--- src/rtl/and_cascade_scheduler_pkg.sv ---
// Shared types and sizing helpers for the AND-cascade scheduler.
// State codes are plain constants so legacy code can compare against them directly.
package and_cascade_scheduler_pkg;

    typedef logic [1:0] schedState_t;

    localparam schedState_t IDLE    = 2'd0;
    localparam schedState_t DRIVE   = 2'd1;
    localparam schedState_t RESPOND = 2'd2;

    // Grant index width; a 2-client build still needs a 1-bit index.
    function automatic int grantWidth(input int requesters);
        return (requesters > 1) ? $clog2(requesters) : 1;
    endfunction

    // Settle counter must be able to hold SETTLE_CYCLES itself.
    function automatic int cntWidth(input int settleCycles);
        return (settleCycles > 1) ? $clog2(settleCycles + 1) : 1;
    endfunction

endpackage

--- src/rtl/and_cascade_scheduler_rr_arbiter.sv ---
// Combinational round-robin arbiter: first requester at or after ptr wins.
module and_cascade_scheduler_rr_arbiter
    import and_cascade_scheduler_pkg::*;
#(
    parameter int REQUESTERS = 4,
    parameter int GRANT_W    = 2
) (
    input  logic [REQUESTERS-1:0] req,
    input  logic [GRANT_W-1:0]    ptr,
    output logic [REQUESTERS-1:0] grant,
    output logic [GRANT_W-1:0]    grantIdx,
    output logic                  anyGrant
);

    always_comb begin
        int                 idx;
        logic [GRANT_W-1:0] idxSel;
        idx      = 0;
        idxSel   = '0;
        grant    = '0;
        grantIdx = '0;
        anyGrant = 1'b0;
        for (int k = 0; k < REQUESTERS; k++) begin
            idx    = (int'(ptr) + k) % REQUESTERS;
            idxSel = GRANT_W'(idx);
            if (!anyGrant && req[idxSel]) begin
                grant[idxSel] = 1'b1;
                grantIdx      = idxSel;
                anyGrant      = 1'b1;
            end
        end
    end

endmodule

--- src/rtl/and_cascade_scheduler.sv ---
// Time-shares one combinational AND cascade between several clients:
// grant, drive the operand, wait the settle time, sample, hand the bit back.
module and_cascade_scheduler
    import and_cascade_scheduler_pkg::*;
#(
    parameter int  LENGTH        = 8,
    parameter int  REQUESTERS    = 4,
    parameter int  SETTLE_CYCLES = 1,
    localparam int GRANT_W       = grantWidth(REQUESTERS)
) (
    input  logic                         clock,
    input  logic                         reset,
    input  logic [REQUESTERS-1:0]        req_valid,
    input  logic [REQUESTERS*LENGTH-1:0] req_data,
    output logic [REQUESTERS-1:0]        req_ready,
    output logic [REQUESTERS-1:0]        rsp_valid,
    output logic                         rsp_result,
    input  logic [REQUESTERS-1:0]        rsp_ready,
    output logic [LENGTH-1:0]            dp_in,
    input  logic                         dp_out,
    output logic [GRANT_W-1:0]           grant_id,
    output logic                         busy
);

    localparam int                 CNT_W    = cntWidth(SETTLE_CYCLES);
    localparam logic [CNT_W-1:0]   CNT_LOAD = CNT_W'(SETTLE_CYCLES);
    localparam logic [CNT_W-1:0]   CNT_LAST = CNT_W'(1);
    localparam logic [GRANT_W-1:0] LAST_ID  = GRANT_W'(REQUESTERS - 1);

    schedState_t               state;
    logic [GRANT_W-1:0]        rrPtr;
    logic [CNT_W-1:0]          cnt;
    logic                      result;
    logic [REQUESTERS-1:0]     winGrant;
    logic [GRANT_W-1:0]        winIdx;
    logic                      winAny;

    and_cascade_scheduler_rr_arbiter #(
        .REQUESTERS (REQUESTERS),
        .GRANT_W    (GRANT_W)
    ) arbiter (
        .req      (req_valid),
        .ptr      (rrPtr),
        .grant    (winGrant),
        .grantIdx (winIdx),
        .anyGrant (winAny)
    );

    always_ff @(posedge clock) begin
        if (reset) begin
            state    <= IDLE;
            rrPtr    <= '0;
            cnt      <= '0;
            dp_in    <= '0;
            result   <= 1'b0;
            grant_id <= '0;
        end else begin
            case (state)
                IDLE: begin
                    if (winAny) begin
                        dp_in    <= req_data[int'(winIdx)*LENGTH +: LENGTH];
                        grant_id <= winIdx;
                        rrPtr    <= (winIdx == LAST_ID) ? '0 : winIdx + 1'b1;
                        cnt      <= CNT_LOAD;
                        state    <= DRIVE;
                    end
                end
                DRIVE: begin
                    // dp_in is frozen here; only the final settle cycle's dp_out counts.
                    if (cnt == CNT_LAST) begin
                        result <= dp_out;
                        state  <= RESPOND;
                    end else begin
                        cnt <= cnt - 1'b1;
                    end
                end
                RESPOND: begin
                    if (rsp_ready[grant_id]) begin
                        state <= IDLE;
                    end
                end
                default: state <= IDLE;
            endcase
        end
    end

    always_comb begin
        rsp_valid = '0;
        if (state == RESPOND) begin
            rsp_valid[grant_id] = 1'b1;
        end
    end

    assign req_ready  = (state == IDLE) ? winGrant : '0;
    assign rsp_result = (state == RESPOND) && result;
    assign busy       = (state != IDLE);

endmodule

--- config.mk ---
export PLATFORM = sky130hd
export DESIGN_NAME = and_cascade_scheduler
export DESIGN_NICKNAME = d
export VERILOG_FILES = /design/src/rtl/and_cascade_scheduler_pkg.sv /design/src/rtl/and_cascade_scheduler_rr_arbiter.sv /design/src/rtl/and_cascade_scheduler.sv
export SDC_FILE = /design/constraint.sdc
export NUM_CORES = 1
export LEC_CHECK = 0
export ABC_AREA = 1
export CAP_MARGIN = 30
export CORE_AREA = 2 2 67 69
export CTS_BUF_LIST = sky130_fd_sc_hd__clkbuf_4 sky130_fd_sc_hd__clkbuf_8
export DETAILED_ROUTE_END_ITERATION = 7
export DIE_AREA = 0 0 69 71
export GPL_ROUTABILITY_DRIVEN = 0
export PLACE_DENSITY = 0.73
export SLEW_MARGIN = 0
export SYNTH_ARGS = -nofsm -noshare
export SYNTH_HDL_FRONTEND = slang
export SYNTH_SLANG_ARGS = --single-unit
export TNS_END_PERCENT = 30
--- constraint.sdc ---
create_clock -name clock -period 3.34 [get_ports clock]
set_clock_uncertainty 0.2 [all_clocks]
set_input_delay 1.002 -clock clock [delete_from_list [all_inputs] [get_ports clock]]
set_output_delay 1.002 -clock clock [all_outputs]
set_load 0.1 [all_outputs]
# Word-level counts from Yosys, hierarchy flattened
# Cells that the tools add are included.
# totals
reg_bits,16
latch_bits,0
ramBits,0
romBits,0
in_bits,43
out_inout_bits,20
wordCells,92
n_memories,0
# classes
n_addsub,5
mul,0
div,0
magnitude_cmp,10
eq_ne,6
shifts,1
n_mux,42
n_bitwise,3
n_reduce_logical,19
# ops
operator,count
$shiftx A32 B6 Y8,1
$mux W4,6
$mux W1,16
$mux W2,8
$lt A2 B3 Y1 const B,5
$or A4 B4 Y4,3
$bmux W1 S2,5
$demux W1 S2,5
$ge A2 B1 Y1 const B,5
$logic_and A1 B1 Y1,9
$pmux W2 S3,1
$reduce_and A2 Y1,3
$add A2 B1 Y2 const B,2
$add A2 B2 Y2 const B,2
$eq A2 B2 Y1 const B,2
$ne A2 B2 Y1 const B,2
$reduce_bool A2 Y1,2
$logic_not A1 Y1,3
$reduce_and A3 Y1,1
$eq A2 B1 Y1 const B,1
$logic_not A2 Y1,1
$ne A2 B1 Y1 const B,1
$pmux W1 S2,1
$sub A1 B1 Y1 const B,1

# Logic depth before layout (Yosys ltp)
# Gate-level depths: netlist of run 1.
# depth
depth_word,14
ltp_mapped,17
mapped_depth_nobuf,16

# Modules after synthesis
# A second synthesis of run 1 with hierarchy kept.
# unflattened
cells_unflattened,241
hier_area_um2,1447.6
# by_module_without_submodules
mod,n_inst,cells_each,area_each_um2,seq_area_each_um2
and_cascade_scheduler,1,167,1007.2,320.3
and_cascade_scheduler_rr_arbiter,1,74,440.4,0.0

# Least setup slack after synthesis of run 1
# No wires, ideal clock.
# synth_path
path_kind,register to output
start,register grant_id[1]
end,output rsp_valid[2]
arrival_ps,3351
t_required_ps,2138
setup_slack_ps,-1213
path_stages_with_launch,3
n_path_buf,0
cell_sequence,dfxtp_1 > inv_1 > nor3_1
# synth_via
elab_chain_cells,5
word_cells_on_any_way,6
classes_between,order compare (2); mux (3); reduce/logical (1)
# synth_rtl
element,line_no,text
"start, declared",and_cascade_scheduler.sv:21,"output logic [GRANT_W-1:0] grant_id,"
"start signal, assigned",and_cascade_scheduler.sv:62,grant_id <= winIdx;
$lt A2 B3 Y1 (not written as such) / $ge A2 B1 Y1 (equally long branches),and_cascade_scheduler.sv:90,rsp_valid[grant_id] = 1'b1;
$logic_and A1 B1 Y1 (not written as such),and_cascade_scheduler.sv:90,
$mux W1 (not written as such),and_cascade_scheduler.sv:90,
$demux W1 S2 (*),and_cascade_scheduler.sv:90,
$mux W4 (*),and_cascade_scheduler.sv:89,if (state == RESPOND) begin
"end, declared",and_cascade_scheduler.sv:16,"output logic [REQUESTERS-1:0] rsp_valid,"
# Every way passes the cells marked *; elsewhere a longest branch is shown, timed or not.

# Worst setup path after layout of run 1
# layout_path
start,input req_valid[3]
end,output req_ready[2]
# layout_via
elab_chain_cells,13
word_cells_on_any_way,25
classes_between,mux (16); bitwise (3); reduce/logical (6)
# layout_rtl
element,line_no,text
"start, declared",and_cascade_scheduler.sv:13,"input logic [REQUESTERS-1:0] req_valid,"
$bmux W1 S2,and_cascade_scheduler_rr_arbiter.sv:26,if (!anyGrant && req[idxSel]) begin
$mux W1 (not written as such),and_cascade_scheduler_rr_arbiter.sv:26,
$mux W1,and_cascade_scheduler_rr_arbiter.sv:26,
$logic_not A1 Y1,and_cascade_scheduler_rr_arbiter.sv:26,
$logic_and A1 B1 Y1,and_cascade_scheduler_rr_arbiter.sv:26,
$mux W1,and_cascade_scheduler_rr_arbiter.sv:26,
$logic_not A1 Y1,and_cascade_scheduler_rr_arbiter.sv:26,
$logic_and A1 B1 Y1,and_cascade_scheduler_rr_arbiter.sv:26,
$mux W1,and_cascade_scheduler_rr_arbiter.sv:26,
$logic_not A1 Y1,and_cascade_scheduler_rr_arbiter.sv:26,
$logic_and A1 B1 Y1,and_cascade_scheduler_rr_arbiter.sv:26,
$mux W4 (*),and_cascade_scheduler_rr_arbiter.sv:26,
$mux W4 (*),and_cascade_scheduler.sv:94,assign req_ready = (state == IDLE) ? winGrant : '0;
"end, declared",and_cascade_scheduler.sv:15,"output logic [REQUESTERS-1:0] req_ready,"
# Every way passes the cells marked *; elsewhere a longest branch is shown, timed or not. The select of a mux whose other input is x is not followed.

==> results of run 1 <==
-- worst max-delay path, cell delays in order --
cell and delay, ps:
buf_6 100, inv_4 50, nand2_2 50, nand3_4 90, nand2_4 90, buf_4 140, a22oi_1 290, a31o_4 210
inv_2 40, buf_12 150
-- cell usage in the layout, fill, tap and decap left out, drive strengths merged, types with 2 or more instances in the layout --
master / instances
nand2: 85
buf: 51
clkdlybuf4s50: 38
nand3: 34
inv: 34
nor2: 33
dfxtp: 16
ha: 9
nand4: 8
a21oi: 8
a22oi: 4
clkbuf: 4
nor3: 4
nand3b: 3
o21ai: 3
a31oi: 2
a31o: 2
-- layer usage --
metal  share of wire, %  up-vias  wire length, µm
met5                  0        -                0
met3                5.0        2              235
met4               0.26        0               12
met1                 47      787             2190
met2                 48       53             2230
li1                   -      991                -
-- layout make-up --
type / instances / area share (%)
tap: 52 / 2.50
clock buffer: 4 / 2.12
sequential: 16 / 12.4
timing repair buffer: 89 / 31.8
inverter: 35 / 5.72
multi-input combinational: 197 / 45.4
-- cells in the mapped netlist --
master,number,area share [%]
buf_4,2,0.93
nor3_1,4,1.2
inv_2,3,0.70
inv_1,29,6.7
nor2_2,1,0.39
nand3_2,3,1.9
a21oi_1,8,2.5
a31oi_1,2,0.77
nand3_4,1,1.1
nand2_2,3,1.2
nand3_1,30,9.3
buf_6,4,2.8
nand4_1,8,3.1
nand2_4,6,4.2
nand2_1,76,18
inv_4,2,0.77
clkbuf_1,1,0.23
nor2_8,2,2.5
a31o_2,2,1.1
a211oi_1,1,0.46
dfxtp_1,16,20
o21ai_0,3,0.93
a22oi_1,4,1.9
nor2_1,26,6.0
inv_6,1,0.54
nand3b_1,3,1.4
ha_1,9,7.0
nor2_4,4,2.8
a21boi_1,1,0.46
-- logic make-up after synthesis --
| family | share of synthesized area [%] |
|---|---|
| adders and majority gates | 6.96 |
| DFF | 19.8 |
| AOI/OAI and AO/OA | 8.04 |
| and+or+nand+nor | 52.5 |
| buffers and inverters | 12.7 |
-- where the power goes --
group	internal [µW]	switching [µW]
registers	262	51.1
clock network	104	65.6
logic	817	1560
total	1180	1680
-- final timing paths --
check                             startpoint            to  slack (ps)  cells after the start
worst max-delay path            req_valid[3]  req_ready[2]         -90                     10
worst min-delay path                  result        result         250                      2
worst max register to register      rrPtr[0]      rrPtr[1]         820                     13
worst min register to register        result        result         250                      2
-- per-stage QoR --
stage          power (µW)  setup WS (ps)  instance area [µm²]  instances
2_1_floorplan        1970           -335                 1650        255
3_3_place_gp         2540           -418                 2410        381
3_5_place_dp         2550           -466                 2410        381
4_1_cts              2790          -77.3                 2530        391
5_1_grt              3090           -185                 2600        393
6_report             2860          -86.0                 2600        393
-- timing repair --
item	CTS	global route
endpoints found under the setup margin	4	4
cloned	0	0
setup buffers	6	2
resized for setup	30	18
pin swaps	9	6
-- registers in the layout (all words and copies together), names as in the netlist --
signal,flops
dp_in,8
grant_id,2
rrPtr,2
state,2
cnt,1
result,1
==> out/metrics.csv, run 1 <==
metric,value,unit
slew_viol_final,0,
synth_cells,255,
cts_hold_buf,0,
start_kind,input pin,
synth_nets,307,
grtUsageTotal,18.2,%
dieArea,4900,µm²
status,finished with violations,
crit_fanout,4,
io_buffers,62,
finalCriticalPeriod,3430,ps
power.density,1100,nW/µm²
clock_path_buffers,2,
layout.nets,394,
grt_max_degree,14,
dieHeight,71,µm
seq_area_frac_synth,19.8,%
drt_iter0_markers,115,
hold_class,register to register,
clkSinkCount,16,
slew_headroom,68.5,%
syn2layout_area_growth,60.7,%
p_leak,0.00130,µW
use_met3,3.99,%
hold_violations,0,
rsz0062_at_grt,yes,
ys_seq_elements,16,
grt_pass1_wl,7.55,mm
initial_core_util,38.5,%
num_antenna_cells,0,
fmax,292,MHz
final_util,61.9,%
antenna_found_initial,0,
drive_gt1_share,32.0,%
antenna_left,0,
drtPass1Iterations,4,
vdd_drop_max,517,µV
htreeDepth,1,
whs,252,ps
vias,1833,
viasPerCell,4.66,
cp-end-kind,primary output,
worst-slew-pin-transition,472,ps
grt-ovfl-total,0,
critPathKind,input pin to primary output,
wl,4.67,mm
violations,negative setup slack,
period_share,103,%
finalSetupViolations,2,
synth_cell_types,29,
root_buffer,clkbuf_8,
grt_pass1_vias,1705,
syn_avg_cell_area,6.35,µm²
hpwlAfterDp,3.45,mm
clk_pin_slew,60,ps
num_rows,24,
ff_latch_area,323,µm²
drc_errors,0,
wire_per_inst,11.9,µm
ioPinCount,63,
critPathArrivalTime,2220,ps
maxCapViolCount,0,
met1_usage,24.4,%
fin_ws,-86.0,ps
busiest_layer,met2,
insertion_delay,250,ps
finalSetupTns,-109,ps
synth_area,1620,µm²
crit_required,2140,ps
multi_input_area,1180,µm²
yosysWarnings,0,
fillers,409,
grt_util_met2,30.8,%
die_w,69,µm
cts_buffers,3,
tritoncts,done,
core_area,4200,µm²
Note: power is estimated with default switching activity, not from simulation.
==> run 2: changes to the inputs <==
--- a/config.mk
+++ b/config.mk
@@ -7,14 +7,15 @@
 export LEC_CHECK = 0
 export ABC_AREA = 1
 export CAP_MARGIN = 30
-export CORE_AREA = 2 2 67 69
+export CORE_AREA = 2 2 64 66
 export CTS_BUF_LIST = sky130_fd_sc_hd__clkbuf_4 sky130_fd_sc_hd__clkbuf_8
 export DETAILED_ROUTE_END_ITERATION = 7
-export DIE_AREA = 0 0 69 71
+export DIE_AREA = 0 0 66 68
 export GPL_ROUTABILITY_DRIVEN = 0
-export PLACE_DENSITY = 0.73
+export PLACE_DENSITY = 0.74
 export SLEW_MARGIN = 0
 export SYNTH_ARGS = -nofsm -noshare
 export SYNTH_HDL_FRONTEND = slang
+export SYNTH_HIERARCHICAL = 1
 export SYNTH_SLANG_ARGS = --single-unit
 export TNS_END_PERCENT = 30
==> run 2 against run 1 <==
  * The run still ends with negative setup slack left
  * Combinational power about the same
  * Wire length is 1.6% higher
  * Synthesized cell count decreased by 5.5%
  * Non-clock buffer count is 6 higher
==> out/metrics.csv, run 2 <==
metric,value,unit
status,finished with violations,
violations,negative setup slack,
yosysWarnings,6,
power,2860,µW
clk_pin_slew,60,ps
synth_cells,241,
ys.flop_type,dfxtp_1,
synthTopCellsByArea,"dfxtp_1 (22%), nor2_1 (15%), nand2_1 (10%)",
final_common_cell,nor2_1,
tritoncts,done,
clkSinkCount,16,
insertion_delay,240,ps
clock_path_buffers,2,
grt_pass1_vias,1745,
synth_cell_types,26,
grt-ovfl-total,0,
fmax,296,MHz
num_antenna_cells,0,
yosysMostFrequentCell,nor2_1,
syn2layout_area_growth,74.6,%
maxCapViolCount,0,
core_area,3860,µm²
critPathSlowestCell,buf_12,
critPathArrivalTime,2170,ps
crit_fanout,4,
slew_viol_final,0,
layout_common_cells,"nor2_1 (53), buf_4 (47), clkdlybuf4s50_1 (38), nand2_1 (31), nand3_1 (22)",
drive_gt1_share,32.0,%
crit_chain,buf_6 -> inv_2 -> nand2_2 -> nand3_4 -> buf_4 -> a21boi_1 -> a21oi_1 -> nand3_1 -> inv_1 -> nor2_4 -> buf_12,
antenna_found_initial,0,
largest_reg_flops,8,
critPathKind,input pin to primary output,
rsz0062_at_grt,yes,
yosys.area.top_type_share,22.1,%
synth_edf_count,0,
wire_per_inst,12.3,µm
grt_pass1_wl,7.36,mm
slew_headroom,61.2,%
timing.rr.start,rrPtr[0],
ioPinCount,63,
drc_errors,0,
grtUsageTotal,20.8,%
io_buffers,62,
final_util,65.5,%
dieHeight,68,µm
synthArstFlopShare,0,%
start_kind,input pin,
drt_iter0_markers,111,
cts_buffers,3,
drtPass1Iterations,4,
syn_avg_cell_area,6.01,µm²
holdCritStartpoint,result,
hold_class,register to register,
wl,4.74,mm
vdd_drop_max,621,µV
root_buffer,clkbuf_8,
fin_ws,-34.4,ps
power.density,1130,nW/µm²
num_rows,23,
ys_seq_elements,16,
dieArea,4490,µm²
synth_largest_area_cell,dfxtp_1,
viasPerCell,4.85,
crit_path_start,req_valid[2],
vias,1863,
crit_required,2140,ps
seq_area_frac_synth,22.1,%
period_share,101,%
layout.nets,384,
p_leak,0.00121,µW
synth_nets,290,
synth_area,1450,µm²
finalCriticalPeriod,3370,ps
worst-slew-pin-transition,580,ps
grt_max_degree,19,
max_stage_delay,180,ps
die_w,66,µm
finalSetupViolations,4,
synth_common_cells,"nor2_1 (59), nand2_1 (39), inv_1 (27)",
hpwlAfterDp,3.17,mm
cp-end-kind,primary output,
antenna_left,0,
regMostFlops,dp_in,
initial_core_util,37.5,%
htreeDepth,1,
hold_violations,0,
whs,280,ps
-- run 2: cell count changes in the layout (fill, tap and decap cells not counted), moves of 4 or more --
| cell | before | now |
|---|---|---|
| a21oi_1 | 8 | 12 |
| a22oi_1 | 4 | 0 |
| buf_4 | 43 | 47 |
| ha_1 | 9 | 5 |
| nand2_1 | 66 | 31 |
| nand2_4 | 7 | 3 |
| nand3_1 | 27 | 22 |
| nand3_2 | 5 | 0 |
| nor2_1 | 26 | 53 |
| o21ai_0 | 3 | 7 |
| o21ai_1 | 0 | 8 |
-- run 2: path summary, 6_finish.rpt --
check | endpoint | slack, ps | depth (start not counted)
min reg2reg | result | 280 | 2
min | result | 280 | 2
max reg2reg | dp_in[3] | 340 | 22
max | req_ready[0] | -30 | 11
-- run 2: logic make-up (layout without fill, tap and decap cells) --
kind of cell / Yosys count / in the layout / share of synthesized area [%]
compound gates: 35 / 35 / 13.5
simple gates: 144 / 145 / 45.5
fa+ha+maj: 6 / 6 / 5.19
flops: 16 / 16 / 22.1
buf+inv: 40 / 132 / 13.7
-- run 2: report_power, final --
part,internal [µW],switching [µW],total (µW),leakage (µW)
combinational,822,1550,2370,0.00105
sequential,264,54.0,318,0.000133
clock,104,66.1,170,0.0000288
-- run 2: critical path: cells and delay by family --
family | cells | cell delay [ps]
AO/OA/AOI/OAI | 2 | 240
buffers and inverters | 5 | 530
AND/OR/NAND/NOR | 4 | 400
-- run 2: per-layer routing --
metal | GRT usage, % | vias up | part of all wire (%)
li1 | - | 963 | -
met1 | 23.2 | 810 | 41
met2 | 36.9 | 76 | 49
met3 | 4.77 | 14 | 7.0
met4 | 11.0 | 0 | 3.5
met5 | 0 | - | 0
-- run 2: final cells by class --
type	count	area (µm²)
tap	50	62.6
inverter	32	130
timing repair buffer	95	881
clock buffer	4	55.1
multi-input combinational	186	1070
timing repair inverter	1	7.51
sequential	16	320
fill	362	1330
-- run 2: stage by stage --
stage          cell area, µm²  setup TNS [ps]  cells  setup slack [ps]
2_1_floorplan            1480           -2910    241              -424
3_3_place_gp             2200           -1820    360              -429
3_5_place_dp             2200           -2430    360              -504
4_1_cts                  2440               0    380              4.83
5_1_grt                  2530            -485    384             -84.5
6_report                 2530           -93.5    384             -34.4
-- run 2: what timing repair did --
item,CTS,global route
setup buffers,15,3
pin swaps,16,12
setup endpoints to repair,4,15
gates cloned,1,1
resized for setup,43,16
hold buffers,0,0
==> run 3: changes to the inputs <==
--- a/config.mk
+++ b/config.mk
@@ -7,15 +7,15 @@
 export LEC_CHECK = 0
 export ABC_AREA = 1
 export CAP_MARGIN = 30
-export CORE_AREA = 2 2 64 66
+export CORE_AREA = 2 2 63 65
 export CTS_BUF_LIST = sky130_fd_sc_hd__clkbuf_4 sky130_fd_sc_hd__clkbuf_8
 export DETAILED_ROUTE_END_ITERATION = 7
-export DIE_AREA = 0 0 66 68
+export DIE_AREA = 0 0 65 67
 export GPL_ROUTABILITY_DRIVEN = 0
-export PLACE_DENSITY = 0.74
+export PLACE_DENSITY = 0.81
+export SETUP_SLACK_MARGIN = 0.4
 export SLEW_MARGIN = 0
 export SYNTH_ARGS = -nofsm -noshare
 export SYNTH_HDL_FRONTEND = slang
-export SYNTH_HIERARCHICAL = 1
 export SYNTH_SLANG_ARGS = --single-unit
 export TNS_END_PERCENT = 30
==> run 3 against run 2 <==
  * The run still ends with negative setup slack left
  * Critical path depth decreased by 1
  * Wire length up 11%
  * Total power rose by 4.2%
  * Core utilization rose by 9.4 points
  * Global-route usage up 2.7 points
  * Hold slack lost 26 ps
  * Maximum frequency down 3.6%
  * Design area increased by 7.0%
  * Flip-flop and latch count unchanged
  * Sequential share of layout area fell by 0.50 points
  * Cell count increased by 1.8%
  * Critical endpoint is now req_ready[1]
  * Largest power group unchanged
==> out/metrics.csv, run 3 (same netlist as run 1, synthesis figures left out) <==
metric,value,unit
status,finished with violations,
violations,negative setup slack,
slew_viol_final,0,
critPathKind,input pin to primary output,
layout.nets,396,
num_antenna_cells,0,
finalCriticalPeriod,3500,ps
fillers,272,
maxCapViolCount,0,
multi_input_area,1260,µm²
crit_fanout,5,
finalSetupTns,-548,ps
htreeDepth,1,
crit_required,2140,ps
grt-ovfl-total,0,
largest_reg_flops,8,
grt_max_degree,16,
root_buffer,clkbuf_8,
dieHeight,67,µm
hold_violations,0,
grt_pass1_vias,1823,
drt_iter0_markers,105,
num_rows,22,
initial_core_util,44.9,%
crit_path_start,req_valid[1],
clock_path_buffers,2,
drtPass1Iterations,5,
insertion_delay,250,ps
critPathArrivalTime,2300,ps
start_kind,input pin,
core_area,3610,µm²
critPathSlowestCell,a31o_4,
cts_hold_buf,0,
ioPinCount,63,
power.density,1100,nW/µm²
rsz0062_at_grt,yes,
dieArea,4360,µm²
cts_buffers,3,
antenna_found_initial,0,
wl,5.26,mm
drive_gt1_share,34.4,%
grt_pass1_wl,8.02,mm
grtUsageTotal,23.4,%
hpwlAfterDp,3.64,mm
period_share,105,%
hold_class,register to register,
finalSetupViolations,4,
vias,1995,
clk_pin_slew,60,ps
cp-end-kind,primary output,
clkSinkCount,16,
die_w,65,µm
holdCritStartpoint,result,
fin_ws,-161,ps
crit_chain,buf_6 -> nand2_4 -> nand3_1 -> nand2_2 -> nand3_4 -> nor2_8 -> nand2_4 -> a31o_4 -> clkinvlp_4 -> buf_12,
worst-slew-pin-transition,484,ps
whs,253,ps
crit_top_cell,nand2_4,
vdd_drop_max,485,µV
regMostFlops,dp_in,
max_stage_delay,250,ps
fmax,286,MHz
tritoncts,done,
antenna_left,0,
syn2layout_area_growth,67.0,%
final_common_cell,nand2_1,
io_buffers,62,
slew_headroom,67.7,%
layout_common_cells,"nand2_1 (62), buf_4 (45), clkdlybuf4s50_1 (38), nand3_1 (26), nor2_1 (26)",
p_leak,0.00132,µW
wire_per_inst,13.5,µm
final_util,75.0,%
ff_latch_area,329,µm²
viasPerCell,5.10,
timing.rr.start,rrPtr[0],
drc_errors,0,
-- run 3: power breakdown --
part	internal [µW]	switching, µW
Combinational	859	1650
Clock	81.5	66.7
Sequential	267	55.4
Total	1210	1770
-- run 3: repair_timing --
| action | in CTS | in global routing |
|---|---|---|
| setup endpoints to repair | 7 | 4 |
| resized for setup | 36 | 20 |
| cloned | 0 | 0 |
| endpoints found under the hold margin | 0 | 0 |
| buffers inserted | 4 | 5 |
| pin swaps | 9 | 9 |
-- run 3: worst paths after layout --
kind / to / slack, ps / depth (start not counted)
hold reg to reg: result / 250 / 2
hold / removal: result / 250 / 2
setup / recovery: req_ready[1] / -160 / 10
setup reg to reg: rrPtr[1] / 610 / 15
-- run 3: layout make-up --
cell class	instances	area share [%]
clock buffers	3	1.53
clock inverters	1	0.139
inverters	35	6.06
multi-input cells	197	46.6
flip-flops and latches	16	12.2
well taps	48	2.22
repair buffers	91	31.3
-- run 3: stage by stage --
stage / instance area [µm²] / total power [µW] / cells / setup WS [ps]
global route: 2700 / 3190 / 391 / -202
floorplan: 1680 / 2010 / 255 / -84.1
finish: 2700 / 2980 / 391 / -161
CTS: 2600 / 2850 / 386 / -78.3
global placement: 2450 / 2570 / 378 / -431
detailed placement: 2450 / 2600 / 378 / -517
-- run 3: critical path, delay by kind of cell --
family | cells | cell delay (ps)
AOI/OAI and AO/OA | 1 | 250
buffers and inverters | 3 | 340
and+or+nand+nor | 6 | 710
-- run 3: metal layers --
layer	vias to the layer above	part of all wire, %	GRT usage [%]
li1	996	-	-
met1	902	41	28.7
met2	83	51	42.3
met3	14	6.6	4.90
met4	0	2.1	4.52
met5	-	0	0
